**config.mk**
```make
export PLATFORM = sky130hd
export DESIGN_NAME = alu_arbiter
export DESIGN_NICKNAME = d
export VERILOG_FILES = /design/src/rtl/alu_arbiter.sv
export SDC_FILE = /design/constraint.sdc
export NUM_CORES = 1
export LEC_CHECK = 0
export CELL_PAD_IN_SITES_DETAIL_PLACEMENT = 1
export CELL_PAD_IN_SITES_GLOBAL_PLACEMENT = 1
export CORE_ASPECT_RATIO = 1.4
export CORE_MARGIN = 2
export CORE_UTILIZATION = 26
export CTS_CLUSTER_SIZE = 30
export DETAILED_ROUTE_END_ITERATION = 8
export PLACE_DENSITY_LB_ADDON = 0.1
export SLEW_MARGIN = 20
export SYNTH_ARGS = -nofsm -noshare
export SYNTH_HDL_FRONTEND = slang
export SYNTH_SLANG_ARGS = --single-unit
```
**constraint.sdc**
```tcl
create_clock -name clk -period 2.1 [get_ports clk]
set_input_delay 0.42 -clock clk [delete_from_list [all_inputs] [get_ports clk]]
set_output_delay 0.42 -clock clk [all_outputs]
set_load 0.01 [all_outputs]
```
**src/rtl/alu_arbiter.sv**
```systemverilog
// Round-robin sequencer sharing one combinational ALU between two requesters.
// One operation in flight; operands held EXEC_CYCLES cycles, result returned on valid/ready.
module alu_arbiter #(
    parameter int unsigned EXEC_CYCLES = 1
) (
    input  logic        clk,
    input  logic        rst,
    input  logic        req0_valid,
    output logic        req0_ready,
    input  logic [3:0]  req0_op,
    input  logic [31:0] req0_src1,
    input  logic [31:0] req0_src2,
    output logic        rsp0_valid,
    input  logic        rsp0_ready,
    output logic [31:0] rsp0_result,
    output logic        rsp0_zero,
    output logic        rsp0_last_bit,
    input  logic        req1_valid,
    output logic        req1_ready,
    input  logic [3:0]  req1_op,
    input  logic [31:0] req1_src1,
    input  logic [31:0] req1_src2,
    output logic        rsp1_valid,
    input  logic        rsp1_ready,
    output logic [31:0] rsp1_result,
    output logic        rsp1_zero,
    output logic        rsp1_last_bit,
    output logic [3:0]  alu_control,
    output logic [31:0] alu_src1,
    output logic [31:0] alu_src2,
    input  logic [31:0] alu_result,
    input  logic        alu_zero,
    input  logic        alu_last_bit,
    output logic        busy
);

    typedef enum logic [1:0] {
        IDLE,
        EXEC,
        RESP
    } state_t;

    localparam logic [3:0] CNT_INIT = 4'(EXEC_CYCLES - 1);

    state_t      state;
    logic        last_grant;
    logic        owner;
    logic        grant;
    logic [3:0]  cnt;
    logic [3:0]  op_q;
    logic [31:0] src1_q;
    logic [31:0] src2_q;
    logic [31:0] res_q;
    logic        zero_q;
    logic        last_bit_q;
    logic        rsp0_valid_q;
    logic        rsp1_valid_q;
    logic        busy_q;
    logic        acc0;
    logic        acc1;
    logic        rsp_hs;

    // On a tie the requester not served last wins.
    always_comb begin
        grant = ~last_grant;
        if (req0_valid && !req1_valid) begin
            grant = 1'b0;
        end else if (req1_valid && !req0_valid) begin
            grant = 1'b1;
        end
    end

    assign req0_ready = !rst && (state == IDLE) && !grant && req0_valid;
    assign req1_ready = !rst && (state == IDLE) && grant && req1_valid;
    assign acc0       = req0_valid && req0_ready;
    assign acc1       = req1_valid && req1_ready;
    assign rsp_hs     = (rsp0_valid_q && rsp0_ready) ||
                        (rsp1_valid_q && rsp1_ready);

    always_ff @(posedge clk) begin
        if (rst) begin
            state        <= IDLE;
            last_grant   <= 1'b1;
            owner        <= 1'b0;
            cnt          <= 4'd0;
            op_q         <= 4'd0;
            src1_q       <= 32'd0;
            src2_q       <= 32'd0;
            res_q        <= 32'd0;
            zero_q       <= 1'b0;
            last_bit_q   <= 1'b0;
            rsp0_valid_q <= 1'b0;
            rsp1_valid_q <= 1'b0;
            busy_q       <= 1'b0;
        end else begin
            unique case (state)
                IDLE: begin
                    if (acc0 || acc1) begin
                        op_q   <= acc1 ? req1_op : req0_op;
                        src1_q <= acc1 ? req1_src1 : req0_src1;
                        src2_q <= acc1 ? req1_src2 : req0_src2;
                        owner  <= acc1;
                        cnt    <= CNT_INIT;
                        busy_q <= 1'b1;
                        state  <= EXEC;
                    end
                end
                EXEC: begin
                    if (cnt != 4'd0) begin
                        cnt <= cnt - 4'd1;
                    end else begin
                        res_q        <= alu_result;
                        zero_q       <= alu_zero;
                        last_bit_q   <= alu_last_bit;
                        rsp0_valid_q <= !owner;
                        rsp1_valid_q <= owner;
                        state        <= RESP;
                    end
                end
                RESP: begin
                    if (rsp_hs) begin
                        rsp0_valid_q <= 1'b0;
                        rsp1_valid_q <= 1'b0;
                        last_grant   <= owner;
                        busy_q       <= 1'b0;
                        state        <= IDLE;
                    end
                end
                default: state <= IDLE;
            endcase
        end
    end

    assign alu_control   = op_q;
    assign alu_src1      = src1_q;
    assign alu_src2      = src2_q;
    assign rsp0_valid    = rsp0_valid_q;
    assign rsp1_valid    = rsp1_valid_q;
    assign rsp0_result   = res_q;
    assign rsp1_result   = res_q;
    assign rsp0_zero     = zero_q;
    assign rsp1_zero     = zero_q;
    assign rsp0_last_bit = last_bit_q;
    assign rsp1_last_bit = last_bit_q;
    assign busy          = busy_q;

endmodule

```
== Word-level counts from Yosys, hierarchy flattened ==
Cells that the tools add are included.

* $add $sub $neg: 1
* Eq/ne operators: 6
* Multiplexer cells: 19
* Bitwise operators: 2
* Reductions and logical operators: 30

{| class="wikitable"
|+ Operators with widths
! operator !! count
|-
| 32-bit 2-to-1 mux || 2
|-
| 4-bit 2-to-1 mux || 3
|-
| 3-bit AND reduction || 4
|-
| 1-bit logical AND || 11
|-
| 4-bit case mux with 2 select lines || 1
|-
| 1-bit 2-to-1 mux || 6
|-
| 2-bit 2-to-1 mux || 3
|-
| 2-bit != test (second input constant) || 3
|-
| 1-bit case mux with 2 select lines || 3
|-
| 2-bit case mux with 3 select lines || 1
|-
| 2-bit AND reduction || 3
|-
| 2-bit nonzero test || 3
|-
| 1-bit zero test || 5
|-
| 4-bit nonzero test || 1
|-
| 4-bit by 1-bit subtractor with 4-bit output (second input constant) || 1
|-
| 2-bit by 1-bit == test with 1-bit output (second input constant) || 1
|-
| 2-bit == test (second input constant) || 1
|-
| 2-bit zero test || 1
|-
| 1-bit logical OR || 2
|-
| 2-bit by 1-bit != test with 1-bit output (second input constant) || 1
|-
| 1-bit NOT || 2
|}

* Bits in registers: 113
* Input port bits: 176
* Logic and storage cells: 71

== Longest topological paths before layout ==
* Depth in word-level cells: 11
* Gate-level depth with buffers: 7
* Depth with buffers taken out: 5

== Least setup slack after synthesis ==
No wires, ideal clock.

* Path kind: input-to-output
* Start point: input rst
* End point: output req1_ready
* Arrival time: 1388 ps
* Required time: 1680 ps
* Path slack: 292 ps
* Stages on the path: 5
* Cell sequence: clkbuf_1 > or3_1 > buf_4 > buf_2 > nor2_1

* Longest elaborated chain between the ends: 4

{| class="wikitable"
|+ RTL lines
! element !! RTL line !! RTL
|-
| from (decl) || 7 || <nowiki>input logic rst,</nowiki>
|-
| 1-bit zero test || 74 || <nowiki>assign req1_ready = !rst && (state == IDLE) && grant && req1_valid;</nowiki>
|-
| 1-bit logical AND (3 in a row) || 74 ||
|-
| to (decl) || 19 || <nowiki>output logic req1_ready,</nowiki>
|}

No other way between the ends.

== Worst setup path after layout ==
* Start point: register state[1]
* End point: output req1_ready

* Longest elaborated chain between the ends: 4

{| class="wikitable"
|+ RTL lines
! element !! RTL line !! RTL
|-
| from (decl) || 45 || <nowiki>state_t state;</nowiki>
|-
| from (signal assigned) || 82 || <nowiki>state <= IDLE;</nowiki>
|-
| from (signal assigned) || 105 || <nowiki>state <= EXEC;</nowiki>
|-
| from (signal assigned) || 117 || <nowiki>state <= RESP;</nowiki>
|-
| 2-bit zero test || 74 ||
|-
| 1-bit logical AND (3 in a row) || 74 ||
|}

No other way between the ends.

==> qor.tcl <==
set qor(outcome) {completed}
set qor(final_cell_mix) {sky130_fd_sc_hd__clkdlybuf4s50_1, sky130_fd_sc_hd__dfxtp_1, sky130_fd_sc_hd__a21oi_1, sky130_fd_sc_hd__nand3_1, sky130_fd_sc_hd__o21ai_0}
set qor(post_cts_resize_count) 6
set qor(final_common_cell) {sky130_fd_sc_hd__clkdlybuf4s50_1}
set qor(drt_pre_antenna_iters) 4
set qor(pin_count_of_the_biggest_net_entering_global_routing) 72
set qor(synth_sequential_area_ratio) 0.417
set qor(count_of_state_elements_after_synthesis) 113
set qor(min_path_cells) 2
set qor(layout-area-overhead-vs-synth_pct) 71.7
set qor(route.vias.total) 6202
set qor(crit_type) {reg -> out}
set qor(final_cell_area_um2) 9320
set qor(min-delay-path-class) {reg -> reg}
set qor(detailedPlace.worstSlack_ps) -226
set qor(synth-main-ff-cell) {sky130_fd_sc_hd__dfxtp_1}
set qor(placement_rows) 62
set qor(hold_path_startpoint) {busy}
set qor(cts_root_buf) {sky130_fd_sc_hd__clkbuf_16}
set qor(hold_viol) 0
set qor(final.setup.tns_ps) 0
set qor(drt_iter0_markers) 246
set qor(worst-endpoint-arrival_ps) 1500
set qor(finalNonFillerCells) 1180
set qor(crit_path_start_kind) {register}
set qor(final_stage_net_count) 1087
set qor(dpl-instance-area_um2) 8640
set qor(detail_route.wl_per_cell_um) 19.9
set qor(total_of_endpoints_with_negative_setup_slack_in_the_final_report) 0
set qor(tightest_slew_ps) 775
set qor(critPathLaunch) {state[1]}
set qor(timing.final.max_slew_violations) 0
set qor(synth_enable_flop_cells) 0
set qor(fp.dieW_um) 126
set qor(insertion_delay_of_the_later_clocked_pin_in_the_worst_skew_pair_ps) 420
set qor(synth_area_um2) 5420
set qor(register_to_register_setup_slack_ps) 250
set qor(setup_slack_ps) 184
set qor(cp-end-kind) {output port}
set qor(cts_buffers) 17
set qor(endpoint_of_the_worst_register_to_register_path) {alu_src1[18]}
set qor(min_delay_worst_endpoint) {busy}
set qor(global_route.usage.total) 0.205
set qor(period_needed_ps) 1920
set qor(cts.sinks) 113
set qor(place.detailed.hpwl_mm) 16.2
set qor(post-cts-setup-buffer-count) 0
set qor(antenna_violating_nets_post_route) 0
set qor(finalClockSkew_ps) 9.07
set qor(r2r_start) {state[1]}
set qor(postLayoutCoreUtil) 0.455
set qor(post-place-cells) 1146
set qor(cts.reportedPaths.clkPinSlew_ps) 50
set qor(cts.hold.buffers_added) 0
set qor(worst_hold_slack_ps) 478
set qor(floorplan.die_area_um2) 22000
set qor(leak_pwr_nw) 3.10
set qor(vdd.ir_drop.worst_uv) 471
set qor(max-slew-margin-rel) 0.483
set qor(p_per_area_nw_per_um2) 785
set qor(postRouteWirelength_mm) 23.5
set qor(worstPathMaxFanout) 3
set qor(final_layout_size_suffix_gt1_frac) 0.0781
set qor(post-route-drc-count) 0
set qor(antenna_violations_before_repair) 2
set qor(worst_ep_required_time_ps) 1680
set qor(max-cap-violations) 0
set qor(r2r_cells) 5
set qor(post-layout-total-power_mw) 7.31
set qor(yosys_warnings) 0
set qor(design.core.area_um2) 20500
set qor(synth_cell_types) 38
set qor(cts-root-to-sink-buffers) 2
set qor(cts.htree.levels) 4
set qor(post_synth_inst_count) 662
set qor(port-buffer-count) 316
set qor(grt_pass1_wl_mm) 35.8
set qor(net_count_after_synthesis) 840
set qor(grt_pass1_vias) 6551
set qor(max_freq_mhz) 522
set qor(synth_async_sr_flop_share) 0
set qor(globalRouteOverflowTotal) 0
set qor(clock_tree_from_tritoncts) {yes}
set qor(rsz0062_at_grt) {false}
set qor(final_min_period_over_clock_period) 0.912
set qor(avgViaCountPerCell) 5.26
set qor(ios) 317
set qor(weighted_congestion_at_the_end_of_routability_driven_global_placement) 0.789
set qor(initial_utilization) 0.265
set qor(synth_area_per_cell_um2) 8.19
set qor(chipHeight_um) 175
[worst max-delay path by stage]
stage / to / slack [ps]
floorplan: req1_ready / 290
global placement: req1_ready / -130
detailed placement: alu_src1[1] / -230
CTS: req1_ready / 10
global route: alu_src1[25] / 40
finish: req1_ready / 180
[layer usage]
| layer | vias to the layer above | wire length (µm) | share of wire | GRT usage |
|---|---|---|---|---|
| met5 | - | 0 | 0 | 0 |
| met4 | 0 | 805 | 0.034 | 0.0907 |
| met2 | 221 | 12300 | 0.52 | 0.372 |
| li1 | 2954 | - | - | - |
| met1 | 2984 | 8760 | 0.37 | 0.214 |
| met3 | 43 | 1670 | 0.071 | 0.0652 |
[cells in the mapped netlist, types with 2 or more instances]
cell type	n	area share
sky130_fd_sc_hd__o21ai_1	9	0.0083
sky130_fd_sc_hd__clkbuf_2	6	0.0055
sky130_fd_sc_hd__nand2_1	3	0.0021
sky130_fd_sc_hd__a21oi_1	108	0.10
sky130_fd_sc_hd__inv_1	5	0.0035
sky130_fd_sc_hd__nand2b_1	2	0.0023
sky130_fd_sc_hd__o221ai_1	2	0.0032
sky130_fd_sc_hd__o211ai_1	2	0.0028
sky130_fd_sc_hd__ha_1	2	0.0046
sky130_fd_sc_hd__nor2b_1	2	0.0023
sky130_fd_sc_hd__buf_2	33	0.030
sky130_fd_sc_hd__buf_4	38	0.053
sky130_fd_sc_hd__or3_1	2	0.0023
sky130_fd_sc_hd__buf_6	3	0.0062
sky130_fd_sc_hd__nor3_1	2	0.0018
sky130_fd_sc_hd__clkbuf_1	36	0.025
sky130_fd_sc_hd__dfxtp_1	113	0.42
sky130_fd_sc_hd__o21ai_0	96	0.089
sky130_fd_sc_hd__a31oi_1	2	0.0023
sky130_fd_sc_hd__nor2_1	6	0.0042
sky130_fd_sc_hd__a311oi_1	68	0.11
sky130_fd_sc_hd__nand3_1	105	0.097
sky130_fd_sc_hd__a22oi_1	2	0.0028
[power breakdown]
part | internal [mW] | total (mW) | switching (mW) | leakage [nW]
combinational | 0.866 | 1.60 | 0.731 | 1.86
clock | 2.21 | 3.29 | 1.08 | 0.321
sequential | 2.32 | 2.42 | 0.102 | 0.928
total | 5.40 | 7.31 | 1.92 | 3.10
[layout make-up]
type | count | area [µm²]
fill | 2371 | 11200
timing repair buffer | 344 | 3520
multi-input combinational | 428 | 2520
sequential | 113 | 2260
clock buffer | 21 | 470
tap | 256 | 320
clock inverter | 11 | 200
inverter | 5 | 18.8
antenna | 2 | 5.00
[critical path, stage by stage (launching register included)]
cell and delay, ps:
sky130_fd_sc_hd__dfxtp_1 310, sky130_fd_sc_hd__or3_4 410, sky130_fd_sc_hd__nor2_2 130, sky130_fd_sc_hd__clkdlybuf4s15_2 240
[flip-flops by register name (all words and copies together) (netlist names)]
name	flops
cnt	4
rsp0_zero	1
rsp1_valid	1
owner	1
alu_src1	32
rsp0_valid	1
rsp0_last_bit	1
state	2
rsp0_result	32
alu_src2	32
alu_control	4
busy	1
last_grant	1
[cell families (layout without fill, tap and decap cells)]
group	after synthesis	count (layout)	synth area share
AOI/OAI and AO/OA	295	295	0.328
and+or+nand+nor	130	130	0.125
buffers and inverters	121	381	0.123
DFF	113	113	0.417
adders and majority gates	2	2	0.00461
muxes	1	1	0.00185
other	0	2	0
Power figures use the tool's default switching activity.
